==> src/rtl/wb_commit_seq.sv <==
// wb_commit_seq: buffers retired-instruction records and serialises their register-file writes
module wb_commit_seq #(
  parameter int DEPTH = 2,
  parameter int CNT_W = 32
) (
  input  logic             clk_i,
  input  logic             rst_n_i,
  input  logic             valid_i,
  output logic             ready_o,
  input  logic [3:0]       icode_i,
  input  logic [3:0]       dstE_i,
  input  logic [3:0]       dstM_i,
  input  logic [63:0]      valE_i,
  input  logic [63:0]      valM_i,
  output logic             we_o,
  output logic [3:0]       waddr_o,
  output logic [63:0]      wdata_o,
  output logic             retire_o,
  output logic             halted_o,
  output logic [CNT_W-1:0] retire_cnt_o
);
  localparam int AW = (DEPTH > 1) ? $clog2(DEPTH) : 1;
  localparam int CW = AW + 1;
  localparam logic [3:0] IHALT = 4'h0;
  localparam logic [3:0] RNONE = 4'hF;

  typedef struct packed {
    logic [3:0]  icode;
    logic [3:0]  dste;
    logic [3:0]  dstm;
    logic [63:0] vale;
    logic [63:0] valm;
  } rec_t;

  typedef enum logic {PH_E, PH_M} phase_e;

  rec_t             mem_q [DEPTH];
  rec_t             head;
  logic [AW-1:0]    rd_q, rd_d, wr_q, wr_d;
  logic [CW-1:0]    count_q, count_d;
  phase_e           phase_q, phase_d;
  logic             halt_seen_q, halt_seen_d;
  logic             halted_q, halted_d;
  logic [CNT_W-1:0] cnt_q, cnt_d;
  logic             push, pop, empty, is_halt, e_wr, m_wr;

  assign head        = mem_q[rd_q];
  assign empty       = (count_q == '0);
  assign is_halt     = (head.icode == IHALT);
  assign e_wr        = (head.dste != RNONE) && !is_halt;
  assign m_wr        = (head.dstm != RNONE) && !is_halt;
  assign ready_o     = (count_q < CW'(DEPTH)) && !halt_seen_q;
  assign push        = valid_i && ready_o;
  assign rd_d        = pop ? rd_q + 1'b1 : rd_q;
  assign wr_d        = push ? wr_q + 1'b1 : wr_q;
  assign count_d     = count_q + CW'(push) - CW'(pop);
  assign halt_seen_d = halt_seen_q | (push && icode_i == IHALT);
  assign halted_d    = halted_q | (pop && is_halt);
  assign cnt_d       = pop ? cnt_q + CNT_W'(1) : cnt_q;
  assign retire_o    = pop;
  assign halted_o    = halted_q;
  assign retire_cnt_o = cnt_q;

  // Phase FSM: pick which destination of the head record is written this cycle and when it pops
  always_comb begin
    phase_d = phase_q;
    pop     = 1'b0;
    we_o    = 1'b0;
    waddr_o = RNONE;
    wdata_o = '0;
    if (!empty) begin
      if (phase_q == PH_M) begin
        we_o    = 1'b1;
        waddr_o = head.dstm;
        wdata_o = head.valm;
        pop     = 1'b1;
        phase_d = PH_E;
      end else if (e_wr) begin
        we_o    = 1'b1;
        waddr_o = head.dste;
        wdata_o = head.vale;
        if (m_wr) phase_d = PH_M;
        else      pop     = 1'b1;
      end else if (m_wr) begin
        we_o    = 1'b1;
        waddr_o = head.dstm;
        wdata_o = head.valm;
        pop     = 1'b1;
      end else begin
        pop = 1'b1;
      end
    end
  end

  // Control state: pointers, occupancy, phase, halt tracking and retire counter
  always_ff @(posedge clk_i or negedge rst_n_i) begin
    if (!rst_n_i) begin
      rd_q        <= '0;
      wr_q        <= '0;
      count_q     <= '0;
      phase_q     <= PH_E;
      halt_seen_q <= 1'b0;
      halted_q    <= 1'b0;
      cnt_q       <= '0;
    end else begin
      rd_q        <= rd_d;
      wr_q        <= wr_d;
      count_q     <= count_d;
      phase_q     <= phase_d;
      halt_seen_q <= halt_seen_d;
      halted_q    <= halted_d;
      cnt_q       <= cnt_d;
    end
  end

  // Record storage: payload needs no reset since occupancy gates every read
  always_ff @(posedge clk_i) begin
    if (push) mem_q[wr_q] <= '{icode_i, dstE_i, dstM_i, valE_i, valM_i};
  end
endmodule

==> config.mk <==
export PLATFORM = sky130hd
export DESIGN_NAME = wb_commit_seq
export DESIGN_NICKNAME = d
export VERILOG_FILES = /design/src/rtl/wb_commit_seq.sv
export SDC_FILE = /design/constraint.sdc
export NUM_CORES = 1
export LEC_CHECK = 0
export ABC_AREA = 1
export CORE_ASPECT_RATIO = 0.8
export CORE_UTILIZATION = 50
export CTS_CLUSTER_SIZE = 28
export DETAILED_ROUTE_END_ITERATION = 12
export GPL_TIMING_DRIVEN = 0
export PLACE_DENSITY = 0.79
export SETUP_SLACK_MARGIN = 0.1
export SLEW_MARGIN = 5
export SYNTH_ARGS = -nofsm -noshare
export SYNTH_HDL_FRONTEND = slang
export SYNTH_SLANG_ARGS = --single-unit
==> constraint.sdc <==
create_clock -name clk_i -period 13.67 [get_ports clk_i]
set_input_delay 3.4175 -clock clk_i [delete_from_list [all_inputs] [get_ports clk_i]]
set_output_delay 3.4175 -clock clk_i [all_outputs]
set_load 0.02 [all_outputs]
Word-level counts from Yosys, hierarchy flattened
Memory sizes are Yosys's and may differ from the RTL's.
Index checks and enable logic that the tools add are counted.
Storage, ports and cells
  memories: 1
  bits in latches: 0
  input port bits: 143
  word-level logic and storage cells: 49
  register bits: 39
  ROM bits: 0
  memory bits (writable): 280
Cells by class
  eq/ne operators: 2
  divide/modulo/power cells: 0
  shift-type cells: 0
  muxes and demuxes: 20
  add/subtract/negate cells: 5
  multipliers: 0
  order comparisons: 1
  bitwise operators: 2
  reduce and logical (&&, ||, !) cells: 11
Memory list
  mem_q: depth 2, width 140, rd ports 1, clocked after memory_dff 0, write ports 1, line 37  | rec_t mem_q [DEPTH];
Operator list (number)
  64-bit two-way mux: 4
  32-bit by 1-bit adder with 32-bit output (second input constant): 1
  4-bit two-way mux: 4
  1-bit two-way mux: 12
  4-bit logical NOT: 2
  4-bit inequality test (second input constant): 2
  1-bit logical AND: 6
  1-bit adder (second input constant): 2
  2-bit by 1-bit adder with 2-bit output: 1
  1-bit logical NOT: 2
  2-bit logical NOT: 1
  2-bit < comparator (second input constant): 1
  1-bit OR: 2
  2-bit by 1-bit subtractor with 2-bit output: 1

Depth between registers and ports, before layout
An unclocked memory read counts as a cell.
  word-level depth: 10
  mapped depth: 16
  gate-level depth less buffers: 14

Worst setup path before layout
Ideal clock, no wire load.
  path kind: input to register
  from: input valid_i
  to: memory mem_q[0][0] (netlist name), enable pin
  path slack: 3.637 ns
  buffers on the path: 0
  data arrival time: 9.391 ns
  required time: 13.028 ns
  stages on the path: 2
  cells stage by stage: nand2_1 nor2_1
On the way
  cells in the longest elaborated chain, start to end: 3
RTL lines
  from (decl): line 8  | input logic valid_i,
  1-bit logical AND: line 53  | assign push = valid_i && ready_o;
  1-bit two-way mux: line 118  | if (push) mem_q[wr_q] <= '{icode_i, dstE_i, dstM_i, valE_i, valM_i};
  1-bit two-way mux (implied by the code): line 118
  to (decl): line 37
Every way passes these cells.

Final worst setup path
  from: register count_q[1]
  to: output wdata_o[37]
On the way
  cells in the longest elaborated chain, start to end: 2
RTL lines
  from (decl): line 40  | logic [CW-1:0] count_q, count_d;
  from (signal assigned): line 108  | count_q <= count_d;
  2-bit logical NOT: line 48  | assign empty = (count_q == '0);
  64-bit two-way mux: line 71  | if (!empty) begin
  to (decl): line 17  | output logic [63:0] wdata_o,
Every way passes these cells.

==> impl_metrics.toml <==
[run_status]
outcome = "complete, no violations"

[logic_synthesis]
ys_seq_area_share_pct = 69.4
yosys_warnings = 0
synth_seq_cells = 319
syn_nets = 1417
syn-instance-count = 1272
synth_area_mm2 = 0.0135
syn_avg_cell_area_um2 = 10.6
yosysUniqueCellTypes = 32

[power]
clkPwrFrac_pct = 22.4
p_int_mw = 2.37
power_switching_mw = 1.47
peakVddDrop_v = 0.000135
p_per_area_mw_per_mm2 = 217
netSwitchingFraction_pct = 38.3
p_leak_nw = 6.96
seqPwrFrac_pct = 33.3
combPwrFrac_pct = 44.3

[routing]
wl_um = 34000
drcViolationCount = 0
drt_iter0_drc = 675
first_pass_iters = 5
vias = 9979
viasPerCell = 5.13
routedWlPerCell_um = 17.5
ant_nets = 0

[floorplanning]
row_count = 53
fp.dieArea_mm2 = 0.0277
top_level_ports = 247
start_util_pct = 51.2
dieHeight_um = 149
fp.dieW_um = 186
coreArea_mm2 = 0.0264

[global_route]
met2_usage_pct = 40.4
grt_first_pass_wirelength_um = 52100
overflow = 0
grt_pass1_vias = 9860
grt_max_degree = 32
grtUsageMet1_pct = 32.9
top_usage_layer = "met2"
grtUsageTotal_pct = 24.9
antenna_found_initial = 6
gr-usage-met3_pct = 5.74

[cells_and_area]
fin_util_pct = 67.2
num-fill-cells = 2012
area_delta_synth_final_pct = 31.1
ff_latch_area_mm2 = 0.00938
drive_above_1_share_pct = 8.39
multi_input_area_mm2 = 0.00370
final_nets = 1710

[clock_tree]
numCtsBuffers = 34
clk_pin_slew_ns = 0.05
cts_root_buf = "clkbuf_16"
cts_resized = 0
clk_latency_ns = 0.51
htreeDepth = 2
cts_sinks = 319
cts_max_path_buffers = 3
cts_setup_buffers = 0
cts_hold_buf = 0
cts_tree = "built"

[place]
dpl_worst_slack_ns = 7.38
portBuffers = 246
place.gp.congestion = 0.928
dp_hpwl_um = 23900

[min_path]
worstHoldStart = "halt_seen_q$_DFF_PN0_"
min_to = "halt_seen_q$_DFF_PN0_"
min_path_cells = 1
min_path_type = "register to register"

[critical_path]
path_buf_inv = 3
reg2reg_depth = 5
rr_endpoint = "mem_q[0][79]$_DFFE_PP_"
cp_max_fo = 10
path_delay_family = "buffers and inverters"
crit_path_end_kind = "output port"
r2r_start = "count_q[1]$_DFF_PN0_"
slowest_delay_ns = 0.62
r2r_setup_slack_ns = 11.23
cpMostUsedCell = "clkbuf_1"
cp_data_required_time_ns = 10.25
cp_slowest_cell = "clkbuf_1"
start_kind = "register"
cp.arrival_ns = 3.27
path_cells = "nor2_1, clkbuf_1, clkbuf_1, a21oi_2, clkdlybuf4s50_1"
path_class = "register to output port"

[sta]
maxSlewViolCount = 0
rsz0062_at_grt = "false"
fmax_mhz = 149
hold_viol_final = 0
finClkSkew_ns = 0.0173
setup_viol = 0
worst_pin_slew_ns = 0.862
slew_headroom_pct = 42.4
min_period_over_period_pct = 49.0
holdWs_ns = 0.500
fin_ws_ns = 6.98
min_period_ns = 6.69

[job]
maxCapViolations = 0
-- sequential cells by signal (all words and copies together) (netlist names) --
signal and flops:
mem_q 280, retire_cnt_o 32, count_q 2, halt_seen_q 1, halted_o 1, phase_q 1, rd_q 1, wr_q 1
-- metal layers --
| metal | wire length [um] | part of all wire, % | up-vias |
|---|---|---|---|
| met5 | 42 | 0.12 | - |
| met4 | 1040 | 3.1 | 6 |
| met3 | 2740 | 8.1 | 80 |
| met2 | 16100 | 47 | 382 |
| met1 | 14100 | 41 | 4716 |
| li1 | - | - | 4795 |
-- layout by cell type (no fill, tap or decap), types with 3 or more instances in the layout --
| master | count |
|---|---|
| clkbuf_1 | 25 |
| a21oi_2 | 10 |
| xor2_1 | 26 |
| clkdlybuf4s50_1 | 245 |
| o22ai_1 | 3 |
| nor3_1 | 15 |
| nor2_1 | 44 |
| edfxtp_1 | 280 |
| clkbuf_16 | 35 |
| inv_1 | 29 |
| a21oi_1 | 55 |
| inv_2 | 3 |
| nor2_2 | 7 |
| clkinv_2 | 7 |
| diode_2 | 3 |
| nand3_1 | 13 |
| buf_12 | 7 |
| buf_16 | 4 |
| xnor2_1 | 3 |
| nand2_2 | 12 |
| nand4_1 | 5 |
| o21ai_1 | 14 |
| o21ai_0 | 3 |
| buf_2 | 23 |
| buf_6 | 9 |
| clkinv_1 | 6 |
| nand2_1 | 642 |
| buf_4 | 3 |
| dfrtp_1 | 39 |
-- area by class of cell --
type,count,area share [%]
Inverter,35,0.790
Clock buffer,40,5.05
Antenna cell,3,0.0423
Multi-Input combinational cell,864,20.9
Tap cell,357,2.52
Sequential cell,319,52.9
Clock inverter,17,0.769
Timing Repair Buffer,257,15.3
Buffer,54,1.74
-- cells by family after synthesis --
logic type / Yosys count / synth area share, %
buffers and inverters: 89 / 3.32
DFF: 319 / 69.4
adders and majority gates: 2 / 0.185
and+or+nand+nor: 746 / 21.6
xor gates and xnor gates: 29 / 1.88
AOI/OAI and AO/OA: 87 / 3.57
-- power groups by stage --
stage	sequential, mW	combinational, mW	clock (mW)
after floorplan	1.33	0.961	0
after global placement	1.35	1.63	0
after detailed placement	1.30	1.71	0
after CTS	1.28	1.72	0.878
after global routing	1.29	1.85	0.918
final	1.28	1.71	0.862
-- cells in the mapped netlist (all sizes together) --
master,n,area share [%]
xor2,26,1.7
nand3b,2,0.11
o21bai,1,0.056
xnor2,3,0.19
a21oi,65,2.7
o22ai,3,0.14
a31o,1,0.065
buf,34,1.7
inv,34,1.0
edfxtp,280,62
nand2,656,19
nor4,1,0.046
dfrtp,39,7.2
nand3,14,0.56
nor3,15,0.56
ha,2,0.19
clkinv,1,0.037
nand4,5,0.23
nor2,53,1.6
o21ai,17,0.63
clkbuf,20,0.56
-- worst reg2reg max path, cell delays in order, from the launching register on --
cell,delay [ns]
dfrtp_1,0.42
nor2_1,0.24
nand2_1,0.27
nor2_4,0.73
buf_16,0.26
buf_12,0.22
-- worst max-delay path by stage --
stage                                     from                     end  slack, ns  cells after the start
final                     count_q[1]$_DFF_PN0_             wdata_o[37]       6.98                      5
after global routing          rd_q$_DFFE_PN0P_             wdata_o[22]       6.70                      9
after CTS                     rd_q$_DFFE_PN0P_             wdata_o[22]       6.84                      9
after detailed placement      rd_q$_DFFE_PN0P_             wdata_o[22]       7.38                      9
after global placement                 valid_i  mem_q[1][15]$_DFFE_PP_      -0.21                      3
after floorplan                        valid_i   mem_q[0][0]$_DFFE_PP_       3.64                      2
-- through the flow --
step / instances / area [um^2] / total power [mW] / setup TNS (ns)
finish: 1946 / 17700 / 3.85 / 0
global route: 1943 / 17700 / 4.07 / 0
CTS: 1943 / 17700 / 3.88 / 0
detailed placement: 1886 / 16700 / 3.01 / 0
global placement: 1875 / 16400 / 2.98 / -53.42
floorplan: 1272 / 13500 / 2.30 / 0
Note: power is estimated with default switching activity, not from simulation.
